### src/rtl/pwm_capture.sv
// PWM receiver: measures high time and period in prescaler ticks and recovers the
// duty code with a serial restoring divider; flags a stuck input line as a timeout.
module pwm_capture #(
  parameter int R          = 8,
  parameter int TIMER_BITS = 15,
  parameter int CNT_BITS   = 16
) (
  input  logic                  clk,
  input  logic                  reset_n,
  input  logic                  enable,
  input  logic [TIMER_BITS-1:0] FINAL_VALUE,
  input  logic                  pwm_in,
  output logic [CNT_BITS-1:0]   high_count,
  output logic [CNT_BITS-1:0]   period_count,
  output logic [R:0]            duty,
  output logic                  valid,
  output logic                  timeout,
  output logic                  stuck_level,
  output logic                  overrun
);
  localparam int ITW = $clog2(R + 1);
  localparam logic [CNT_BITS-1:0] CNT_MAX   = '1;
  localparam logic [R:0]          DUTY_FULL = {1'b1, {R{1'b0}}};
  localparam logic [ITW-1:0]      LAST_ITER = ITW'(R);

  typedef enum logic {WAIT_RISE, MEASURE} meas_state_t;
  typedef enum logic [1:0] {DIV_IDLE, DIV_RUN, DIV_DONE} div_state_t;

  logic                  r_sync1, r_sync2, r_prev;
  logic                  w_rise;
  logic [TIMER_BITS-1:0] r_presc;
  logic                  w_tick;

  meas_state_t           r_state, w_stateNext;
  logic [CNT_BITS-1:0]   r_hiCnt, r_perCnt, w_hiNext, w_perNext;
  logic [CNT_BITS-1:0]   w_hiInc, w_perInc, w_hiCap, w_perCap;
  logic                  w_capture, w_timeoutEvt;

  div_state_t            r_divState, w_divNext;
  logic                  w_divBusy, w_divStart, w_overrunNext;
  logic [CNT_BITS:0]     r_rem, w_remTrial, w_divisorExt;
  logic [CNT_BITS-1:0]   r_divisor, r_capHi;
  logic [R:0]            r_quot, w_quotClamped;
  logic [ITW-1:0]        r_iter;
  logic                  w_qbit;

  logic                  r_toPend, r_toLevel;

  // Two flops resynchronise the pin; the third holds the previous level so
  // both edges see the same delay and measured widths stay exact.
  always_ff @(posedge clk or negedge reset_n) begin
    if (!reset_n) begin
      r_sync1 <= 1'b0;
      r_sync2 <= 1'b0;
      r_prev  <= 1'b0;
    end else begin
      r_sync1 <= pwm_in;
      r_sync2 <= r_sync1;
      r_prev  <= r_sync2;
    end
  end

  assign w_rise = r_sync2 & ~r_prev;
  assign w_tick = enable && (r_presc >= FINAL_VALUE);

  always_ff @(posedge clk or negedge reset_n) begin
    if (!reset_n)                r_presc <= '0;
    else if (!enable || w_tick)  r_presc <= '0;
    else                         r_presc <= r_presc + TIMER_BITS'(1);
  end

  // Captured values include the tick of the closing rise cycle; the new
  // period starts from zero so that tick is never counted twice.
  assign w_perInc = (r_perCnt == CNT_MAX) ? CNT_MAX : r_perCnt + CNT_BITS'(1);
  assign w_hiInc  = (r_hiCnt == CNT_MAX) ? CNT_MAX : r_hiCnt + CNT_BITS'(1);
  assign w_perCap = w_tick ? w_perInc : r_perCnt;
  assign w_hiCap  = (w_tick && r_sync2) ? w_hiInc : r_hiCnt;

  always_comb begin
    w_stateNext  = r_state;
    w_hiNext     = r_hiCnt;
    w_perNext    = r_perCnt;
    w_capture    = 1'b0;
    w_timeoutEvt = 1'b0;
    if (!enable) begin
      w_stateNext = WAIT_RISE;
      w_hiNext    = '0;
      w_perNext   = '0;
    end else begin
      case (r_state)
        WAIT_RISE: begin
          w_hiNext  = '0;
          w_perNext = '0;
          if (w_rise) w_stateNext = MEASURE;
        end
        MEASURE: begin
          if (w_rise) begin
            w_hiNext  = '0;
            w_perNext = '0;
            w_capture = (w_perCap != '0);
          end else if (w_tick) begin
            if (w_perInc == CNT_MAX) begin
              w_timeoutEvt = 1'b1;
              w_stateNext  = WAIT_RISE;
              w_hiNext     = '0;
              w_perNext    = '0;
            end else begin
              w_hiNext  = w_hiCap;
              w_perNext = w_perInc;
            end
          end
        end
        default: w_stateNext = WAIT_RISE;
      endcase
    end
  end

  always_ff @(posedge clk or negedge reset_n) begin
    if (!reset_n) begin
      r_state  <= WAIT_RISE;
      r_hiCnt  <= '0;
      r_perCnt <= '0;
    end else begin
      r_state  <= w_stateNext;
      r_hiCnt  <= w_hiNext;
      r_perCnt <= w_perNext;
    end
  end

  assign w_divBusy     = (r_divState != DIV_IDLE);
  assign w_divStart    = w_capture && !w_divBusy;
  assign w_overrunNext = w_capture && w_divBusy;

  always_comb begin
    w_divNext = r_divState;
    case (r_divState)
      DIV_IDLE: if (w_divStart) w_divNext = DIV_RUN;
      DIV_RUN:  if (r_iter == LAST_ITER) w_divNext = DIV_DONE;
      DIV_DONE: w_divNext = DIV_IDLE;
      default:  w_divNext = DIV_IDLE;
    endcase
  end

  // Remainder starts at hi, which stands for hi<<R; each step yields the
  // next quotient bit from weight 2^R downwards.
  assign w_divisorExt = {1'b0, r_divisor};
  assign w_qbit       = (r_rem >= w_divisorExt);
  assign w_remTrial   = r_rem - w_divisorExt;
  assign w_quotClamped = (r_quot > DUTY_FULL) ? DUTY_FULL : r_quot;

  always_ff @(posedge clk or negedge reset_n) begin
    if (!reset_n) begin
      r_divState <= DIV_IDLE;
      r_rem      <= '0;
      r_divisor  <= '0;
      r_capHi    <= '0;
      r_quot     <= '0;
      r_iter     <= '0;
    end else begin
      r_divState <= w_divNext;
      if (w_divStart) begin
        r_rem     <= {1'b0, w_hiCap};
        r_divisor <= w_perCap;
        r_capHi   <= w_hiCap;
        r_quot    <= '0;
        r_iter    <= '0;
      end else if (r_divState == DIV_RUN) begin
        r_rem  <= (w_qbit ? w_remTrial : r_rem) << 1;
        r_quot <= {r_quot[R-1:0], w_qbit};
        r_iter <= r_iter + ITW'(1);
      end
    end
  end

  // A timeout is held back until the divider is idle so it never collides
  // with the valid of a divide already in flight.
  always_ff @(posedge clk or negedge reset_n) begin
    if (!reset_n) begin
      r_toPend  <= 1'b0;
      r_toLevel <= 1'b0;
    end else if (w_timeoutEvt) begin
      r_toPend  <= 1'b1;
      r_toLevel <= r_sync2;
    end else if (r_toPend && !w_divBusy) begin
      r_toPend  <= 1'b0;
    end
  end

  always_ff @(posedge clk or negedge reset_n) begin
    if (!reset_n) begin
      high_count   <= '0;
      period_count <= '0;
      duty         <= '0;
      valid        <= 1'b0;
      timeout      <= 1'b0;
      stuck_level  <= 1'b0;
      overrun      <= 1'b0;
    end else begin
      valid   <= 1'b0;
      overrun <= w_overrunNext;
      if (r_divState == DIV_DONE) begin
        high_count   <= r_capHi;
        period_count <= r_divisor;
        duty         <= w_quotClamped;
        valid        <= 1'b1;
        timeout      <= 1'b0;
      end else if (r_toPend && !w_divBusy) begin
        high_count   <= r_toLevel ? CNT_MAX : '0;
        period_count <= CNT_MAX;
        duty         <= r_toLevel ? DUTY_FULL : '0;
        valid        <= 1'b1;
        timeout      <= 1'b1;
        stuck_level  <= r_toLevel;
      end
    end
  end

endmodule
### config.mk
export PLATFORM = sky130hd
export DESIGN_NAME = pwm_capture
export DESIGN_NICKNAME = d
export VERILOG_FILES = /design/src/rtl/pwm_capture.sv
export SDC_FILE = /design/constraint.sdc
export NUM_CORES = 1
export LEC_CHECK = 0
export CORE_MARGIN = 2
export CORE_UTILIZATION = 60
export CTS_CLUSTER_DIAMETER = 60
export DETAILED_ROUTE_END_ITERATION = 16
export GPL_TIMING_DRIVEN = 0
export HOLD_SLACK_MARGIN = 0.06
export PLACE_DENSITY = 0.79
export SLEW_MARGIN = 10
export SYNTH_ARGS = -nofsm -noshare
export SYNTH_HDL_FRONTEND = slang
export SYNTH_SLANG_ARGS = --single-unit
### constraint.sdc
create_clock -name clk -period 3.3 [get_ports clk]
set_input_delay 0.33 -clock clk [delete_from_list [all_inputs] [get_ports clk]]
set_output_delay 0.33 -clock clk [all_outputs]
set_load 0.005 [all_outputs]
==> impl_summary.log, run 1 <==
[metrics] critical path's largest stage delay: 620 ps
[metrics] Final #Nets: 1113
[metrics] Post-Synthesis Net Count: 1020
[metrics] reported net switching power: 994.4 µW
[metrics] gr ovfl total: 0
[metrics] classification of the worst-slack hold path: primary input to register
[metrics] area growth from synthesis to layout: 20.48%
[metrics] Overall Global Routing Usage: 31.58%
[metrics] post-synthesis sequential element count: 162
[metrics] register area share after synthesis: 44.52%
[metrics] crit end category: register
[metrics] largest delay contributor family on the critical path: simple AND/OR/NAND/NOR gates
[metrics] critical path required time: about 3600 ps
[metrics] sequence of cells on the critical path: clkbuf_1 > and4_2 > nand4_1 > buf_4 > a21boi_0 > or4b_1 > nor3_1 > mux2_2
[metrics] dominant register cell in the synthesized netlist: sky130_fd_sc_hd__dfrtp_1
[metrics] crit path max fanout: 9
[metrics] power share of the clock group: 50.8%
[metrics] Buffers on Ports: 63
[metrics] CTS clk-pin slew, worst paths: 60 ps
[metrics] sum of net half-perimeters after detailed placement: 17210 µm
[metrics] global-route wire length before repair: 39800 µm
[metrics] P_int: 3.631 mW
[metrics] number of max-slew violations in the final report: 0
[metrics] slowest cell on the critical path: sky130_fd_sc_hd__or4b_1
[metrics] antenna diode instance count: 0
[metrics] Comb pwr share: 5.2%
[metrics] share of cells above drive strength 1: 10.75%
[metrics] setup_tns: 0 ps
[metrics] Max clock buf depth: 2
[metrics] Worst slew margin: 37.50%
[metrics] Clock Tree Root: sky130_fd_sc_hd__clkbuf_16
[metrics] Die Footprint: around 0.016 mm²
[metrics] Syn Inst Count: 964
[metrics] total core area: 0.01503 mm²
[metrics] first-pass iteration count of the detailed router: 6
[metrics] routability congestion estimate: about 0.95
[metrics] most frequent standard cell in the layout excluding fill and tap cells: sky130_fd_sc_hd__dfrtp_1
[metrics] total clock sinks: 162
[metrics] antenna violations before repair: 0
[metrics] cell total after placement: 1216
[metrics] switching portion of total power: a little over a fifth
[metrics] routed vias/inst: 6.310
[metrics] number of global-route vias before repair: just under 8k
[metrics] routed via count: slightly below 8k
[metrics] crit share post-route: between 90 and 100%
[metrics] total clock buffers created by CTS: 17
[metrics] top library cells by usage in the layout, fill and taps aside: sky130_fd_sc_hd__dfrtp_1 (161), sky130_fd_sc_hd__nand2_1 (101), sky130_fd_sc_hd__inv_1 (75)
[metrics] launch instance of the worst register-to-register path: r_perCnt[13]$_DFFE_PN0P_
[metrics] cells on worst reg2reg path: 8
[metrics] hold endpoint: r_sync1$_DFF_PN0_
[metrics] maximum resistive drop on vdd: approximately 390 µV
[metrics] Achievable Freq: between 300 and 400 MHz
[metrics] final setup fails: 0
[metrics] endpoint of the lowest-slack register-to-register path: r_toLevel$_DFFE_PN0P_
[metrics] power density over cell area: 421.6 mW/mm²
[metrics] overall routed net length: 24670 µm
[metrics] worst-margin pin slew: 934.1 ps
[metrics] fraction of post-synthesis cell area in the top cell type by area: 44.52%
[metrics] non-filler instance count after layout: approximately 1.3k
[metrics] height of the die: approximately 130 µm
[metrics] die span in x: 127.2 µm
[metrics] standard-cell rows: 45
[metrics] outcome: complete, no violations
[metrics] slack of the worst reg-to-reg path: 130 ps
[metrics] cell types with the largest area share after synthesis: sky130_fd_sc_hd__dfrtp_1 (45%), sky130_fd_sc_hd__ha_1 (4.9%), sky130_fd_sc_hd__nand2_1 (4.2%)
[metrics] final count of hold timing violations: 0
[metrics] drt initial violations: 1004
[metrics] number of flops mapped to enable cells by yosys: 0
[metrics] beginning of the worst hold path: pwm_in
[metrics] antenna viol nets, final: 0
[metrics] initial core utilization: 60.57%
[metrics] # Max-Cap Violations: 0
[metrics] worst path buffer plus inverter count: 2
[metrics] data arrival time of the critical path: ~3500 ps
[metrics] clock network latency to the later pin of the worst-skew pair: 440 ps
[metrics] P_leak: 4.945 nW
[metrics] CP Launch Type: register
[metrics] fraction of synthesis flops using an asynchronous set or reset pin: 100.0%
[metrics] clock period minus worst slack: ~3200 ps
[metrics] CTS tree: yes
[metrics] number of remaining DRC errors: 0
[metrics] sequential group share of total power: 44.0%
[metrics] drt wl/cell: slightly below 20 µm
[metrics] count of cell types in the netlist: 73
[metrics] type of the worst setup path: register to register
[metrics] Synth area leader: sky130_fd_sc_hd__dfrtp_1
[metrics] average footprint of a synthesized cell: between 9 and 10 µm²
[metrics] H-tree levels: 4
[metrics] worst hold path stage count: 1
[metrics] Fin Clk Skew: 7.894 ps
[metrics] Synthesis Warnings: 0
[metrics] number of placed I/O pins: 64
[metrics] maximum number of pins on one net before global-route repair: between 100 and 150
[metrics] Netlist Area Pre-Place: ~0.0091 mm²
-- how the worst max path moves through the flow --
stage,startpoint,to,slack (ps),cells after the start
2_1_floorplan,r_perCnt[0]$_DFFE_PN0P_,r_rem[6]$_DFFE_PN0P_,270,14
3_3_place_gp,reset_n,r_perCnt[7]$_DFFE_PN0P_,-4650,1
3_5_place_dp,FINAL_VALUE[11],r_capHi[13]$_DFFE_PN0P_,-740,12
4_1_cts,r_presc[11]$_DFF_PN0_,r_rem[11]$_DFFE_PN0P_,-7,9
5_1_grt,r_presc[11]$_DFF_PN0_,r_rem[11]$_DFFE_PN0P_,-5,9
6_report,r_perCnt[13]$_DFFE_PN0P_,r_toLevel$_DFFE_PN0P_,130,8
-- synth_stat cells, drive strengths merged (4+ instances only) --
master  number
a211oi       4
a21o         9
a21oi       42
a221o       18
a22o        17
a31oi       19
a41oi       11
and2        13
and3        17
and4         5
buf         20
clkbuf      40
dfrtp      162
ha          36
inv         75
mux2        16
mux2i       25
nand2      102
nand2b       7
nand3       49
nand4       19
nor2        48
nor2b        8
nor3        12
nor4        11
o211ai      20
o21a         4
o21ai       59
o221ai       7
o22ai       10
o32ai        8
or2          6
or3          5
xnor2       16
xor2        11
-- cell type report --
cell class              count  area [µm²]
plain buffers              57       284.0
clock buffers              20       446.7
clock inverters            12       252.7
fillers                  1123        4064
inverters                  75       281.5
multi-input cells         667        4651
flip-flops and latches    162        4055
well taps                 188       235.2
repair buffers             77       763.2
-- power groups by stage --
stage | clock (mW) | sequential, mW | combinational, mW
after global placement | 0 | 2.07 | 0.224
after global routing | 2.44 | 2.04 | 0.272
after floorplan | 0 | 2.06 | 0.134
after detailed placement | 0 | 2.07 | 0.233
final | 2.35 | 2.03 | 0.241
after CTS | 2.37 | 2.03 | 0.237
-- metrics by stage --
step / area, µm² / hold WS, ps / setup slack, ps / total power, mW / utilization (%)
after global placement: 9971 / 333.8 / -4646 / 2.294 / 66.33
after floorplan: 9105 / 34.41 / 272.1 / 2.198 / -
final: 10970 / 342.9 / 132.3 / 4.625 / 72.97
after global routing: 10970 / 348.1 / -4.881 / 4.750 / 72.97
after CTS: 10780 / 341.9 / -7.448 / 4.640 / 71.71
after detailed placement: 10000 / 256.2 / -743.6 / 2.302 / 66.54
-- registers in the layout, indices dropped and copies added, names as in the netlist --
name	count
r_divState	2
r_hiCnt	16
valid	1
r_sync2	1
r_state	1
r_iter	4
timeout	1
overrun	1
r_divisor	16
stuck_level	1
period_count	16
r_quot	9
high_count	16
r_prev	1
r_presc	15
r_sync1	1
r_rem	17
r_toLevel	1
duty	9
r_capHi	16
r_toPend	1
r_perCnt	16
-- cells by family (layout without fill, tap and decap cells) --
kind of cell / Yosys count / count (layout) / synth area share, %
flip-flops: 162 / 162 / 44.52
adder cells (fa/ha/maj): 37 / 37 / 5.167
AO/OA/AOI/OAI: 251 / 251 / 19.40
buffers and inverters: 135 / 241 / 6.252
XOR/XNOR: 27 / 27 / 2.597
AND/OR/NAND/NOR: 311 / 311 / 17.12
multiplexers: 41 / 41 / 4.933
-- routing by layer --
| layer | global-route usage, % | wire length [µm] | vias to the layer above |
|---|---|---|---|
| li1 | - | - | 3678 |
| met1 | 42.12 | 10430 | 3838 |
| met2 | 52.09 | 11910 | 361 |
| met3 | 5.653 | 1596 | 61 |
| met4 | 11.83 | 736 | 0 |
| met5 | 0 | 0 | - |
-- timing repair --
| item | CTS | global route |
|---|---|---|
| pin swaps | 3 | 5 |
| gates cloned | 0 | 0 |
| endpoints found under the setup margin | 87 | 90 |
| hold buffers | 1 | 0 |
| setup buffers | 6 | 6 |
| endpoints found under the hold margin | 48 | 0 |
| gates resized for setup | 8 | 33 |
Note: power is estimated with default switching activity, not from simulation.
==> run 2, diff against run 1 <==
HOLD_SLACK_MARGIN = 0.03   (was 0.06)
==> results of run 2 <==
No change in the layout: final DEF, timing and power equal those of run 1.
==> run 3, diff against run 2 <==
ABC_AREA = 1   (was not set)
PLACE_DENSITY = 0.88   (was 0.79)
==> impl_summary.log, run 3 <==
[metrics] outcome: complete, no violations (unchanged)
[metrics] power after layout: 4.149 mW (was 4.625 mW)
[metrics] sum of net half-perimeters after detailed placement: 16880 µm (was 17210 µm)
[metrics] # Max-Cap Violations: 0 (unchanged)
[metrics] classification of the worst-slack hold path: primary input to register (unchanged)
[metrics] slowest cell on the critical path: sky130_fd_sc_hd__dfrtp_1 (was sky130_fd_sc_hd__or4b_1)
[metrics] FILL cells: 1151 (was 1123)
[metrics] number of remaining DRC errors: 0 (unchanged)
[metrics] beginning of the worst hold path: pwm_in (unchanged)
[metrics] antenna diode instance count: 0 (unchanged)
[metrics] clock network latency to the later pin of the worst-skew pair: 440 ps (about the same)
[metrics] number of flip-flops under the largest register name: 17 (unchanged)
[metrics] P_leak: 5.253 nW (was 4.945 nW)
[metrics] Max clock buf depth: 2 (unchanged)
[metrics] clock period minus worst slack: 3082 ps (was 3168 ps)
[metrics] cell with the most instances on the worst path: sky130_fd_sc_hd__nand2_1
[metrics] total core area: 0.01459 mm² (was 0.01503 mm²)
[metrics] worst path buffer plus inverter count: 4 (was 2)
[metrics] Worst slew margin: 34.98% (was 37.50%)
[metrics] number of global-route vias before repair: 8057 (was 7738)
[metrics] area growth from synthesis to layout: 16.85% (was 20.48%)
[metrics] Achievable Freq: 324.5 MHz (was 315.7 MHz)
[metrics] final count of hold timing violations: 0 (unchanged)
[metrics] setup_tns: 0 ps (unchanged)
[metrics] antenna violations before repair: 0 (unchanged)
[metrics] cell types with the largest area share after synthesis: sky130_fd_sc_hd__dfrtp_1 (45%), sky130_fd_sc_hd__nand2_1 (12%), sky130_fd_sc_hd__nand3_1 (8.0%) (was sky130_fd_sc_hd__dfrtp_1 (45%), sky130_fd_sc_hd__ha_1 (4.9%), sky130_fd_sc_hd__nand2_1 (4.2%))
[metrics] total clock sinks: 162 (unchanged)
[metrics] Synthesis Warnings: 0 (unchanged)
[metrics] Die Footprint: 0.01599 mm² (was 0.01618 mm²)
[metrics] critical path required time: 3620 ps (about the same)
[metrics] routability congestion estimate: 0.9257 (was 0.9492)
[metrics] count of cell types in the netlist: 40 (was 73)
[metrics] number of flops mapped to enable cells by yosys: 0 (unchanged)
[metrics] sequence of cells on the critical path: ha_1 > nand2_1 > inv_1 > nor2_1 > o21ai_0 > nand2_1 > nand3_4 > nand2_4 > buf_6 > nand2_1 > nand2_1 > nor2_1 > nand2_1 > nor2_1 > nand2_4 > nand3_4 > inv_2 > buf_4 > nand2_1 > nand2_1 (was clkbuf_1 > and4_2 > nand4_1 > buf_4 > a21boi_0 > or4b_1 > nor3_1 > mux2_2)
[metrics] power density over cell area: 394.6 mW/mm² (was 421.6 mW/mm²)
[metrics] gr ovfl total: 0 (unchanged)
[metrics] post-synthesis sequential element count: 162 (unchanged)
[metrics] slack of the worst reg-to-reg path: 220 ps (was 130 ps)
[metrics] dominant register cell in the synthesized netlist: sky130_fd_sc_hd__dfrtp_1 (unchanged)
[metrics] number of max-slew violations in the final report: 0 (unchanged)
[metrics] drt initial violations: 757 (was 1004)
[metrics] endpoint of the lowest-slack register-to-register path: r_rem[2]$_DFFE_PN0P_ (was r_toLevel$_DFFE_PN0P_)
[metrics] fraction of synthesis flops using an asynchronous set or reset pin: 100.0% (unchanged)
[metrics] standard-cell rows: 44 (was 45)
[metrics] share of cells above drive strength 1: 5.963% (was 10.75%)
[metrics] Syn Inst Count: 1145 (was 964)
[metrics] Overall Global Routing Usage: 30.15% (was 31.58%)
[metrics] Buffers on Ports: 63 (unchanged)
[metrics] top library cells by usage in the layout, fill and taps aside: sky130_fd_sc_hd__nand2_1 (285), sky130_fd_sc_hd__dfrtp_1 (162), sky130_fd_sc_hd__nand3_1 (144) (was sky130_fd_sc_hd__dfrtp_1 (161), sky130_fd_sc_hd__nand2_1 (101), sky130_fd_sc_hd__inv_1 (75))
[metrics] H-tree levels: 4 (unchanged)
[metrics] Setup WS post-layout: 217.9 ps (was 132.3 ps)
[metrics] final design utilization: 72.07% (was 72.97%)
[metrics] RSZ-0062 raised after global routing: false
[metrics] worst-margin pin slew: 967.8 ps (was 934.1 ps)
[metrics] maximum resistive drop on vdd: 382.3 µV (was 389.5 µV)
[metrics] average footprint of a synthesized cell: 7.858 µm² (was 9.445 µm²)
[metrics] commonest cells in the synthesized netlist: sky130_fd_sc_hd__nand2_1 (285), sky130_fd_sc_hd__dfrtp_1 (162), sky130_fd_sc_hd__nand3_1 (144) (was sky130_fd_sc_hd__dfrtp_1 (162), sky130_fd_sc_hd__nand2_1 (102), sky130_fd_sc_hd__inv_1 (75))
[metrics] crit share post-route: 93.40% (was 95.99%)
[metrics] CTS clk-pin slew, worst paths: 60 ps (about the same)
[metrics] Setup WS pre-CTS: -164.0 ps (was -743.6 ps)
[metrics] Fin Clk Skew: 10.78 ps (was 7.894 ps)
[metrics] worst hold path stage count: 1 (unchanged)
[metrics] global-route wire length before repair: 38670 µm (was 39800 µm)
[metrics] cells on worst reg2reg path: 20 (was 8)
[metrics] drt wl/cell: 16.27 µm (was 19.61 µm)
[metrics] hold endpoint: r_sync1$_DFF_PN0_ (unchanged)
[metrics] first-pass iteration count of the detailed router: 6 (unchanged)
[metrics] Post-Synthesis Net Count: 1201 (was 1020)
[metrics] final worst hold slack: 336.7 ps (was 342.9 ps)
[metrics] antenna viol nets, final: 0 (unchanged)
[metrics] data arrival time of the critical path: 3400 ps (was 3480 ps)
[metrics] most frequent standard cell in the layout excluding fill and tap cells: sky130_fd_sc_hd__nand2_1 (was sky130_fd_sc_hd__dfrtp_1)
[metrics] Netlist Area Pre-Place: 0.008997 mm² (was 0.009105 mm²)
[metrics] initial core utilization: 61.67% (was 60.57%)
[metrics] number of placed I/O pins: 64 (unchanged)
[metrics] total clock buffers created by CTS: 17 (unchanged)
[metrics] CTS tree: yes (unchanged)
[metrics] maximum number of pins on one net before global-route repair: 97 (was 115)
[metrics] routed via count: 8351 (was 7938)
[metrics] CP Launch Type: register (unchanged)
[metrics] most instantiated library cell after synthesis: sky130_fd_sc_hd__nand2_1 (was sky130_fd_sc_hd__dfrtp_1)
[metrics] final setup fails: 0 (unchanged)
[metrics] launch instance of the worst register-to-register path: r_presc[8]$_DFF_PN0_ (was r_perCnt[13]$_DFFE_PN0P_)
[metrics] crit end category: register (unchanged)
[metrics] Clock Tree Root: sky130_fd_sc_hd__clkbuf_16 (unchanged)
[metrics] critical path's largest stage delay: 420 ps (was 620 ps)
[metrics] register area share after synthesis: 45.06% (was 44.52%)
[metrics] die span in x: 126.5 µm (was 127.2 µm)
[metrics] overall routed net length: 23180 µm (was 24670 µm)
[metrics] largest delay contributor family on the critical path: simple AND/OR/NAND/NOR gates (unchanged)
[metrics] register ranked first by flip-flop count: r_rem (unchanged)
[metrics] Synth area leader: sky130_fd_sc_hd__dfrtp_1 (unchanged)
[metrics] Final #Nets: 1285 (was 1113)
[metrics] crit path max fanout: 10 (was 9)
[metrics] type of the worst setup path: register to register (unchanged)
[metrics] routed vias/inst: 5.860 (was 6.310)
[metrics] height of the die: 126.5 µm (was 127.2 µm)
[metrics] fraction of post-synthesis cell area in the top cell type by area: 45.06% (was 44.52%)
-- run 3: cell count changes after synthesis, sizes merged, moves of 19 or more --
cell,delta
nand2,+193
a31oi,-19
nand3,+98
mux2i,-25
inv,+52
o21ai,+41
nor2,+23
-- run 3: final cells by class --
type                    instances  area (µm²)  share of cell area (%)
inverters                     129       484.2                   4.606
flip-flops and latches        162        4054                   38.56
clock buffers                  19       452.9                   4.308
clock inverters                12       148.9                   1.416
plain buffers                  43       222.7                   2.118
repair buffers                 65       673.1                   6.402
well taps                     184       230.2                   2.190
multi-input cells             811        4248                   40.40
-- run 3: worst max path at each step --
stage	startpoint	end	slack, ps	cells after the start
floorplan	r_presc[12]$_DFF_PN0_	r_rem[0]$_DFFE_PN0P_	840	20
global placement	reset_n	r_perCnt[7]$_DFFE_PN0P_	-4510	1
detailed placement	FINAL_VALUE[14]	r_rem[2]$_DFFE_PN0P_	-160	22
CTS	r_presc[8]$_DFF_PN0_	r_rem[5]$_DFFE_PN0P_	190	16
global route	r_presc[12]$_DFF_PN0_	r_rem[2]$_DFFE_PN0P_	20	20
finish	r_presc[8]$_DFF_PN0_	r_rem[2]$_DFFE_PN0P_	220	20
-- run 3: metrics by stage --
| step | instances | area (µm²) |
|---|---|---|
| 2_1_floorplan | 1145 | 8997 |
| 4_1_cts | 1425 | 10500 |
| 5_1_grt | 1425 | 10510 |
| 3_3_place_gp | 1392 | 9858 |
| 6_report | 1425 | 10510 |
| 3_5_place_dp | 1393 | 9891 |
-- run 3: timing repair --
item | 4_1_cts | 5_1_grt
endpoints found under the hold margin | 66 | 0
buffers inserted | 0 | 0
hold buffers | 1 | 0
gates resized for setup | 0 | 4
endpoints found under the setup margin | 0 | 24
-- run 3: metal layers --
layer | GRT usage [%] | wire [µm]
met5 | 0 | 0
met4 | 11.38 | 558
met3 | 6.495 | 1348
met2 | 49.45 | 11410
met1 | 39.57 | 9869
-- run 3: worst reg2reg max path, delay by kind of cell, from the launching register on --
| kind | cells | cell delay (ps) |
|---|---|---|
| buffers and inverters | 4 | 490 |
| AOI/OAI and AO/OA | 1 | 220 |
| adders and majority gates | 1 | 310 |
| DFF | 1 | 420 |
| and+or+nand+nor | 14 | 1540 |
-- run 3: cell families (layout without fill, tap and decap cells) --
group	after synthesis	count (layout)	share of synthesized area [%]
fa+ha+maj	37	37	5.229
xor+xnor	31	31	3.018
flops	162	162	45.06
buf+inv	172	268	7.843
compound gates	172	172	10.71
simple gates	571	571	28.15
-- run 3: power by group --
| group | total, mW | leakage, nW | internal (mW) | switching, mW |
|---|---|---|---|---|
| combinational | 0.123 | 3.02 | 0.0415 | 0.0814 |
| sequential | 2.00 | 1.95 | 1.99 | 0.00558 |
| clock | 2.03 | 0.286 | 1.17 | 0.862 |
| total | 4.15 | 5.25 | 3.20 | 0.949 |
